## src/rtl/gsensor_pkg.sv

```systemverilog
// Shared definitions for the G-sensor axis filters: output width, output
// saturation limits and the filter state enumeration.
package gsensor_pkg;

  localparam int DIG_W   = 10;
  localparam int DIG_MAX = 511;
  localparam int DIG_MIN = -512;

  typedef enum logic {
    EMPTY = 1'b0,
    RUN   = 1'b1
  } state_t;

endpackage

```

## src/rtl/gsensor_avg_filter_if.sv

```systemverilog
// Sample/result bundle between the SPI reader, the averaging filter and the
// 7-segment driver. The filter itself is the slave side.
interface gsensor_avg_filter_if;
  import gsensor_pkg::*;

  logic [15:0]      iDATA;
  logic             iVALID;
  logic             iCLR;
  logic [DIG_W-1:0] oDIG;
  logic             oVALID;
  logic             oSTALE;

  modport master (
    output iDATA, iVALID, iCLR,
    input  oDIG, oVALID, oSTALE
  );

  modport slave (
    input  iDATA, iVALID, iCLR,
    output oDIG, oVALID, oSTALE
  );

endinterface

```

## src/rtl/gsensor_sat.sv

```systemverilog
// Clamps a raw signed 16-bit axis sample into the signed 10-bit display range.
module gsensor_sat
  import gsensor_pkg::*;
(
  input  logic signed [15:0]      i_data,
  output logic signed [DIG_W-1:0] o_data
);

  localparam logic signed [15:0] MAX16 = 16'(DIG_MAX);
  localparam logic signed [15:0] MIN16 = 16'(DIG_MIN);

  // Pick the clamp limit or pass the low bits straight through when in range.
  always_comb begin
    o_data = i_data[DIG_W-1:0];
    if (i_data > MAX16) begin
      o_data = DIG_W'(DIG_MAX);
    end else if (i_data < MIN16) begin
      o_data = DIG_W'(DIG_MIN);
    end
  end

endmodule

```

## src/rtl/gsensor_avg_filter.sv

```systemverilog
// Moving-average filter for one accelerometer axis. Keeps a window of the
// last 2**DEPTH_LOG2 saturated samples and a running sum, and drops back to
// EMPTY (stale) after TIMEOUT idle cycles or on an explicit clear.
module gsensor_avg_filter
  import gsensor_pkg::*;
#(
  parameter int DEPTH_LOG2 = 3,
  parameter int TIMEOUT    = 5000000
) (
  input  logic                iCLK,
  input  logic                iRSTN,
  gsensor_avg_filter_if.slave bus
);

  localparam int N      = 1 << DEPTH_LOG2;
  localparam int SUM_W  = DIG_W + DEPTH_LOG2;
  localparam int IDLE_W = $clog2(TIMEOUT + 1);
  localparam logic [IDLE_W-1:0] IDLE_MAX = IDLE_W'(TIMEOUT);

  state_t                  r_state;
  logic signed [DIG_W-1:0] r_buf [N];
  logic [DEPTH_LOG2-1:0]   r_ptr;
  logic signed [SUM_W-1:0] r_sum;
  logic [IDLE_W-1:0]       r_idle;
  logic signed [DIG_W-1:0] r_dig;
  logic                    r_valid;
  logic                    r_stale;

  logic signed [DIG_W-1:0] w_sample;
  logic signed [SUM_W-1:0] w_sumNext;
  logic [IDLE_W-1:0]       w_idleNext;
  logic                    w_expire;

  gsensor_sat u_sat (
    .i_data (bus.iDATA),
    .o_data (w_sample)
  );

  // Next running sum: a fresh window is N copies of the sample, otherwise
  // the new sample replaces the oldest one in the sum.
  always_comb begin
    w_sumNext = r_sum;
    if (r_state == EMPTY) begin
      w_sumNext = SUM_W'(w_sample) <<< DEPTH_LOG2;
    end else begin
      w_sumNext = r_sum + SUM_W'(w_sample) - SUM_W'(r_buf[r_ptr]);
    end
  end

  // Idle counter saturates at TIMEOUT; expiry is the cycle it gets there.
  always_comb begin
    w_idleNext = (r_idle == IDLE_MAX) ? r_idle : r_idle + 1'b1;
    w_expire   = (r_state == RUN) && (w_idleNext == IDLE_MAX);
  end

  // Filter state machine with registered outputs; clear beats a sample,
  // a sample beats the idle timeout.
  always_ff @(posedge iCLK) begin
    if (!iRSTN) begin
      r_state <= EMPTY;
      r_ptr   <= '0;
      r_sum   <= '0;
      r_idle  <= '0;
      r_dig   <= '0;
      r_valid <= 1'b0;
      r_stale <= 1'b1;
      for (int i = 0; i < N; i++) begin
        r_buf[i] <= '0;
      end
    end else begin
      r_valid <= 1'b0;
      if (bus.iCLR) begin
        r_state <= EMPTY;
        r_stale <= 1'b1;
        r_sum   <= '0;
        r_ptr   <= '0;
        r_idle  <= w_idleNext;
        for (int i = 0; i < N; i++) begin
          r_buf[i] <= '0;
        end
      end else if (bus.iVALID) begin
        r_state <= RUN;
        r_stale <= 1'b0;
        r_valid <= 1'b1;
        r_idle  <= '0;
        r_sum   <= w_sumNext;
        r_dig   <= DIG_W'(w_sumNext >>> DEPTH_LOG2);
        if (r_state == EMPTY) begin
          for (int i = 0; i < N; i++) begin
            r_buf[i] <= w_sample;
          end
        end else begin
          r_buf[r_ptr] <= w_sample;
          r_ptr        <= r_ptr + 1'b1;
        end
      end else begin
        r_idle <= w_idleNext;
        if (w_expire) begin
          r_state <= EMPTY;
          r_stale <= 1'b1;
        end
      end
    end
  end

  assign bus.oDIG   = r_dig;
  assign bus.oVALID = r_valid;
  assign bus.oSTALE = r_stale;

endmodule

```

## src/flat_wrapper.sv

```systemverilog
// flat-port wrapper written by rule: the top's interface ports become plain ports
module gsensor_avg_filter_flat import gsensor_pkg::*;
#(
  parameter int DEPTH_LOG2 = 3,
  parameter int TIMEOUT    = 5000000
)
  (iCLK, iRSTN, bus_iDATA, bus_iVALID, bus_iCLR, bus_oDIG, bus_oVALID, bus_oSTALE);
  gsensor_avg_filter_if bus_i ();
  input  logic iCLK;
  input  logic iRSTN;
  input wire logic [$bits(bus_i.iDATA)-1:0] bus_iDATA;
  input wire logic [$bits(bus_i.iVALID)-1:0] bus_iVALID;
  input wire logic [$bits(bus_i.iCLR)-1:0] bus_iCLR;
  output wire logic [$bits(bus_i.oDIG)-1:0] bus_oDIG;
  output wire logic [$bits(bus_i.oVALID)-1:0] bus_oVALID;
  output wire logic [$bits(bus_i.oSTALE)-1:0] bus_oSTALE;
  assign bus_i.iDATA = bus_iDATA;
  assign bus_i.iVALID = bus_iVALID;
  assign bus_i.iCLR = bus_iCLR;
  assign bus_oDIG = bus_i.oDIG;
  assign bus_oVALID = bus_i.oVALID;
  assign bus_oSTALE = bus_i.oSTALE;
  gsensor_avg_filter #(.DEPTH_LOG2(DEPTH_LOG2), .TIMEOUT(TIMEOUT)) u_core (.iCLK(iCLK), .iRSTN(iRSTN), .bus(bus_i));
endmodule
```

## config.mk

```make
export PLATFORM = sky130hd
export DESIGN_NAME = gsensor_avg_filter_flat
export DESIGN_NICKNAME = d
export VERILOG_FILES = /design/src/rtl/gsensor_pkg.sv /design/src/rtl/gsensor_avg_filter_if.sv /design/src/rtl/gsensor_sat.sv /design/src/rtl/gsensor_avg_filter.sv /design/src/flat_wrapper.sv
export SDC_FILE = /design/constraint.sdc
export NUM_CORES = 1
export LEC_CHECK = 0
export CAP_MARGIN = 20
export CORE_MARGIN = 1.5
export CORE_UTILIZATION = 60
export DETAILED_ROUTE_END_ITERATION = 6
export HOLD_SLACK_MARGIN = 0.12
export PLACE_DENSITY_LB_ADDON = 0.2
export RECOVER_POWER = 50
export SETUP_SLACK_MARGIN = 0.02
export SYNTH_ARGS = -nofsm -noshare
export SYNTH_HDL_FRONTEND = slang
export SYNTH_HIERARCHICAL = 1
export SYNTH_SLANG_ARGS = --single-unit
```

## constraint.sdc

```tcl
create_clock -name iCLK -period 6.8 [get_ports iCLK]
set_input_delay 1.36 -clock iCLK [delete_from_list [all_inputs] [get_ports iCLK]]
set_output_delay 1.36 -clock iCLK [all_outputs]
set_load 0.01 [all_outputs]
```

## Word-level counts from Yosys, hierarchy flattened

Memory sizes are Yosys's and may differ from the RTL's. A register that Yosys moved wholly into a read port is not among the register bits.
Index checks and enable logic that the tools add are counted.

| cells by class | value |
|---|---|
| order comparisons | 2 |
| reduce and logical (&&, ||, !) cells | 6 |
| bitwise operators | 18 |
| add/subtract/negate cells | 4 |
| equal/unequal tests | 2 |
| muxes and demuxes | 46 |

Operators by type and width:

| kind | number |
|---|---|
| 10-bit 2-to-1 mux | 19 |
| 23-bit 2-to-1 mux | 3 |
| 23-bit equality test (second input constant) | 2 |
| 23-bit by 1-bit adder with 23-bit output (second input constant) | 1 |
| 1-bit 2-to-1 mux | 20 |
| 16-bit by 10-bit greater-than comparator with 1-bit output (second input constant) | 1 |
| 16-bit by 10-bit less-than comparator with 1-bit output (second input constant) | 1 |
| 1-bit OR | 16 |
| 13-bit by 10-bit adder with 13-bit output | 1 |
| 13-bit 2-to-1 mux | 1 |
| 13-bit by 10-bit subtractor with 13-bit output | 1 |
| 10-bit OR reduction | 1 |
| 3-bit 2-to-1 mux | 3 |
| 2-bit AND reduction | 2 |
| 3-bit by 1-bit adder with 3-bit output (second input constant) | 1 |
| 1-bit inverter | 2 |
| 2-bit nonzero test | 1 |
| 2-bit OR reduction | 1 |
| 1-bit logical AND | 1 |

| storage, ports and cells | value |
|---|---|
| memory bits (writable) | 80 |
| bits in registers | 52 |
| memories | 1 |
| output and inout port bits | 12 |
| word-level logic and storage cells | 86 |

Memory list:

| memory | depth | bits a word | rd ports | clocked after Yosys merged registers in | write ports | line | text |
|---|---|---|---|---|---|---|---|
| u_core.r_buf | 8 | 10 | 1 | 1 | 8 | gsensor_avg_filter.sv:21 | `logic signed [DIG_W-1:0] r_buf [N];` |

## Depth between registers and ports, before layout

| logic depth | value |
|---|---|
| word-level depth | 7 |
| depth in mapped cells | 17 |
| mapped depth without buffers | 16 |

## Cells and area by module

The synthesis kept the hierarchy.

Modules (own cells, without submodules):

| module | times used | cells an instance | area an instance (µm²) | seq. area each (µm²) |
|---|---|---|---|---|
| gsensor_avg_filter | 1 | 643 | 7081.8 | 3503.4 |
| gsensor_sat | 1 | 27 | 182.7 | 0.0 |

## Least setup slack after synthesis

OpenSTA, ideal clock, no wires.

| timing path | value |
|---|---|
| path kind | input to register |
| from | in bus_iDATA[12] |
| to | reg u_core.r_dig[9], in the netlist u_core/bus.oDIG[9] |
| library setup time | 125 ps |
| cell stages on the path | 14 |
| path slack | 2183 ps |
| data arrival time | 4492 ps |
| data required time | 6675 ps |
| cells stage by stage | buf_2 -> nor2_1 -> nand2_1 -> a2bb2oi_1 -> inv_1 -> fa_1 -> inv_1 -> ha_1 -> a2111o_1 -> o2111a_1 -> o211ai_2 -> a2111oi_4 -> nor4b_2 -> nand2_1 |

| on the way | value |
|---|---|
| cells in the longest elaborated chain, start to end | 6 |
| elaborated cells between the ends (all ways) | 7 |
| classes of those cells | add/sub: 2; order compare: 2; mux: 3 |

RTL lines:

| element | line | text |
|---|---|---|
| from (decl) | flat_wrapper.sv:11 | `input wire logic [$bits(bus_i.iDATA)-1:0] bus_iDATA;` |
| 16-bit by 10-bit less-than comparator with 1-bit output | gsensor_sat.sv:17 | `end else if (i_data < MIN16) begin` |
| 10-bit 2-to-1 mux | gsensor_sat.sv:17 |  |
| 10-bit 2-to-1 mux * | gsensor_sat.sv:15 | `if (i_data > MAX16) begin` |
| named net u_core.w_sample[7] | gsensor_avg_filter.sv:29 | `logic signed [DIG_W-1:0] w_sample;` |
| 13-bit by 10-bit adder with 13-bit output * | gsensor_avg_filter.sv:46 | `w_sumNext = r_sum + SUM_W'(w_sample) - SUM_W'(r_buf[r_ptr]);` |
| 13-bit by 10-bit subtractor with 13-bit output * | gsensor_avg_filter.sv:46 |  |
| 13-bit 2-to-1 mux * | gsensor_avg_filter.sv:43 | `if (r_state == EMPTY) begin` |
| to (signal assigned) | gsensor_avg_filter.sv:87 | `r_dig <= DIG_W'(w_sumNext >>> DEPTH_LOG2);` |
| to (decl) | gsensor_avg_filter.sv:25 | `logic signed [DIG_W-1:0] r_dig;` |

Mark *: on every way through the listed nets, which the timed path passes. The rest lies on a longest branch.
A chain may end at the register's enable or synchronous reset.

## Final worst setup path

| timing path | value |
|---|---|
| from | in bus_iDATA[12] |
| to | reg u_core.r_sum[11] |

| on the way | value |
|---|---|
| cells in the longest elaborated chain, start to end | 6 |
| elaborated cells between the ends (all ways) | 7 |
| classes of those cells | add/sub: 2; order compare: 2; mux: 3 |

RTL lines:

| element | line | text |
|---|---|---|
| 16-bit by 10-bit less-than comparator with 1-bit output | gsensor_sat.sv:17 |  |
| 10-bit 2-to-1 mux | gsensor_sat.sv:17 |  |
| 10-bit 2-to-1 mux * | gsensor_sat.sv:15 |  |
| named net u_core.w_sample[6] | gsensor_avg_filter.sv:29 |  |
| 13-bit by 10-bit adder with 13-bit output * | gsensor_avg_filter.sv:46 |  |
| 13-bit by 10-bit subtractor with 13-bit output * | gsensor_avg_filter.sv:46 |  |
| 13-bit 2-to-1 mux * | gsensor_avg_filter.sv:43 |  |
| to (signal assigned) | gsensor_avg_filter.sv:86 | `r_sum <= w_sumNext;` |
| to (decl) | gsensor_avg_filter.sv:23 | `logic signed [SUM_W-1:0] r_sum;` |

Marks and branches as above.

==> run metrics <==
outcome complete, no violations; Post-synth EDFFs 80; core area between 0.01 and 0.015 mm2; crit path from bus_iDATA[12]; syn_nets between 700 and 800; worst-case reg-to-reg path depth 14; maximum clock rate ~190 MHz; Critical path buffers and inverters 3; Critical Path AT 5700 ps; FF-to-FF End u_core/bus.oDIG[9]; leakage 3.45 nW; post-synth top area cell edfxtp_1; CTS max path bufs 2; RSZ-0062 raised after global routing false; row cnt 40; vias per cell ~6.1; Final nets 744; clock slew at reported path FFs 60 ps; Post-synth ARST share 0; Die Wd between 100 and 150 um; clk_skew about 6.7 ps; Setup crit end kind flop; CTS Buf Count 17; PortBufs 31; HP Class flop to flop; initial antenna violation count 0; post-cts resize count 0; crit path launch type primary input; top-count cell post-synth edfxtp_1; Main synth FF type edfxtp_1; share of cells above drive strength 1 0.102; CTS H-tree depth 4; first-pass GRT wire length 27000 um; CP Capture Point u_core/r_sum[11]; top post-synthesis cells by area edfxtp_1 (33%), dfxtp_1 (15%), and2_1 (4.7%), mux4_2 (4.3%), fa_1 (3.3%); Die Area 0.0128 mm2; Worst Tran Pin Value between 1000 and 1500 ps; post-CTS setup buffer count 0; Initial Util 0.610; pin count of the biggest net entering global routing 29; post-route minimum period around 5300 ps; Peak VDD IR about 0.14 mV; via count 5253; gr ovfl total 0; CTS Sinks 135; Tot GR Track Use 0.281; area share of the largest cell type after synthesis 0.331; Clock Latency Late Sink 430 ps; WL final 16900 um; Finished Layout Cells 856; YS warnings 6; PwrDens about 250 mW/mm2; gpl congestion 0.911; IO Pins 32; Max-Cap Viols 0; delay-heaviest family, CP compound AO/OA/AOI/OAI gates; hold_buf cts 0; # diodes 0; post-placement cell count 823; setup ws final around 1500 ps; drt pass-1 iters 6; sequential fraction of the synthesis area 0.482; critical-path maximum fanout 10; fin crit share 0.784; R2R setup slack roughly 2500 ps; WP data required 7170 ps; crit path cell chain clkdlybuf4s50_1 > nor2_1 > nand2_1 > a2bb2oi_1 > inv_1 > fa_1 > inv_1 > ha_1 > a2111oi_0 > o211a_1 > a211oi_1 > a31oi_1 > mux2_1 > nand2_1; Finish-stage setup viols 0; WL per Instance 19.7 um; Setup Total Neg Slack 0 ps; hpwl dp 11500 um; slowest cell delay on critical path 670 ps; TritonCTS clock tree built; Setup CP Type primary input to flop; flops & latches, synth roughly 140; final hold vios 0; Remaining DRCs 0; Max Slew Vio Count 0; Area growth syn-to-layout 13.6%; CP max stage cell clkdlybuf4s50_1; Cell Area, Synth just over 0.007 mm2; Routed Antenna Nets 0; syn_area_per_cell roughly 11 um2; # fillers 907; synth unique cells 62; clk root buf clkbuf_16; Post-synth top cells edfxtp_1 (80), dfxtp_1 (55), and2_1 (54), inv_1 (53), nand2_1 (49); CP Depth 14; Slew HR 0.138; cells after synthesis between 600 and 700; Vert. Die Dim between 100 and 150 um; pre-CTS WS roughly 1100 ps; vias in the first global route ~5000; DR iter-0 viols ~480
per-stage QoR:
stage               hold WS (ps)  power, mW  utilization  cell area, um2
CTS                          452       2.09        0.692            8250
detailed placement           441       1.20        0.644            7670
finish                       442       2.09        0.693            8250
global placement             434       1.19        0.644            7670
floorplan                    422       1.12            -            7260
global route                 458       2.16        0.693            8250
state kept, by name (all words and copies together) (netlist names), named ones only:
name               cells
u_core/bus.oDIG       10
u_core/bus.oSTALE      1
u_core/bus.oVALID      1
u_core/r_buf          80
u_core/r_idle         23
u_core/r_ptr           3
u_core/r_state         1
u_core/r_sum          13
kinds of logic after synthesis:
family                     after synthesis  share of synthesized area
muxes                                   34                     0.0880
xor gates and xnor gates                29                     0.0350
AOI/OAI and AO/OA                       92                     0.0858
buffers and inverters                   85                     0.0468
adders and majority gates               28                     0.0606
and+or+nand+nor                        267                      0.202
DFF                                    135                      0.482
worst min-delay path by stage:
stage / from / end / slack [ps] / depth (start not counted)
floorplan: u_core/r_sum[4] / u_core/r_sum[4] / 420 / 2
global placement: u_core/bus.oDIG[7] / u_core/bus.oDIG[7] / 430 / 1
detailed placement: u_core/bus.oDIG[3] / u_core/bus.oDIG[3] / 440 / 1
CTS: u_core/r_sum[4] / u_core/r_sum[4] / 450 / 2
global route: u_core/bus.oDIG[3] / u_core/bus.oDIG[3] / 460 / 1
finish: u_core/bus.oDIG[3] / u_core/bus.oDIG[3] / 440 / 1
final cells by class:
class | count | area (um2) | share of cell area
Clock buffer | 17 | 425 | 0.0516
Clock inverter | 15 | 153 | 0.0185
Inverter | 53 | 199 | 0.0241
Multi-Input combinational cell | 450 | 3420 | 0.414
Sequential cell | 135 | 3500 | 0.425
Tap cell | 147 | 184 | 0.0223
Timing Repair Buffer | 39 | 370 | 0.0449
cell usage in the layout (no fill, tap or decap), types with 9 or more instances in the layout:
master / count
and3_1: 28
inv_1: 53
mux2_2: 10
ha_1: 16
dfxtp_1: 55
fa_1: 12
xnor2_1: 12
nand4_1: 14
o21ai_0: 16
nand3_1: 17
clkdlybuf4s50_1: 17
dlygate4sd3_1: 14
a2bb2oi_1: 9
a21oi_1: 32
nor2_1: 44
nand2_1: 49
and2_1: 54
mux4_2: 14
a21o_1: 14
clkbuf_16: 17
nor3_1: 20
edfxtp_1: 80
xor2_1: 17
per-layer routing:
| metal | share of wire | vias up | GRT usage |
|---|---|---|---|
| li1 | - | 2453 | - |
| met1 | 0.42 | 2549 | 0.372 |
| met2 | 0.49 | 218 | 0.454 |
| met3 | 0.074 | 33 | 0.0739 |
| met4 | 0.022 | 0 | 0.0975 |
| met5 | 0 | - | 0 |
power by group:
part	internal (mW)	switching [mW]	total [mW]
Combinational	0.111	0.157	0.268
Clock	0.538	0.362	0.900
Sequential	0.906	0.0151	0.921
(Power assumes the default switching activity.)
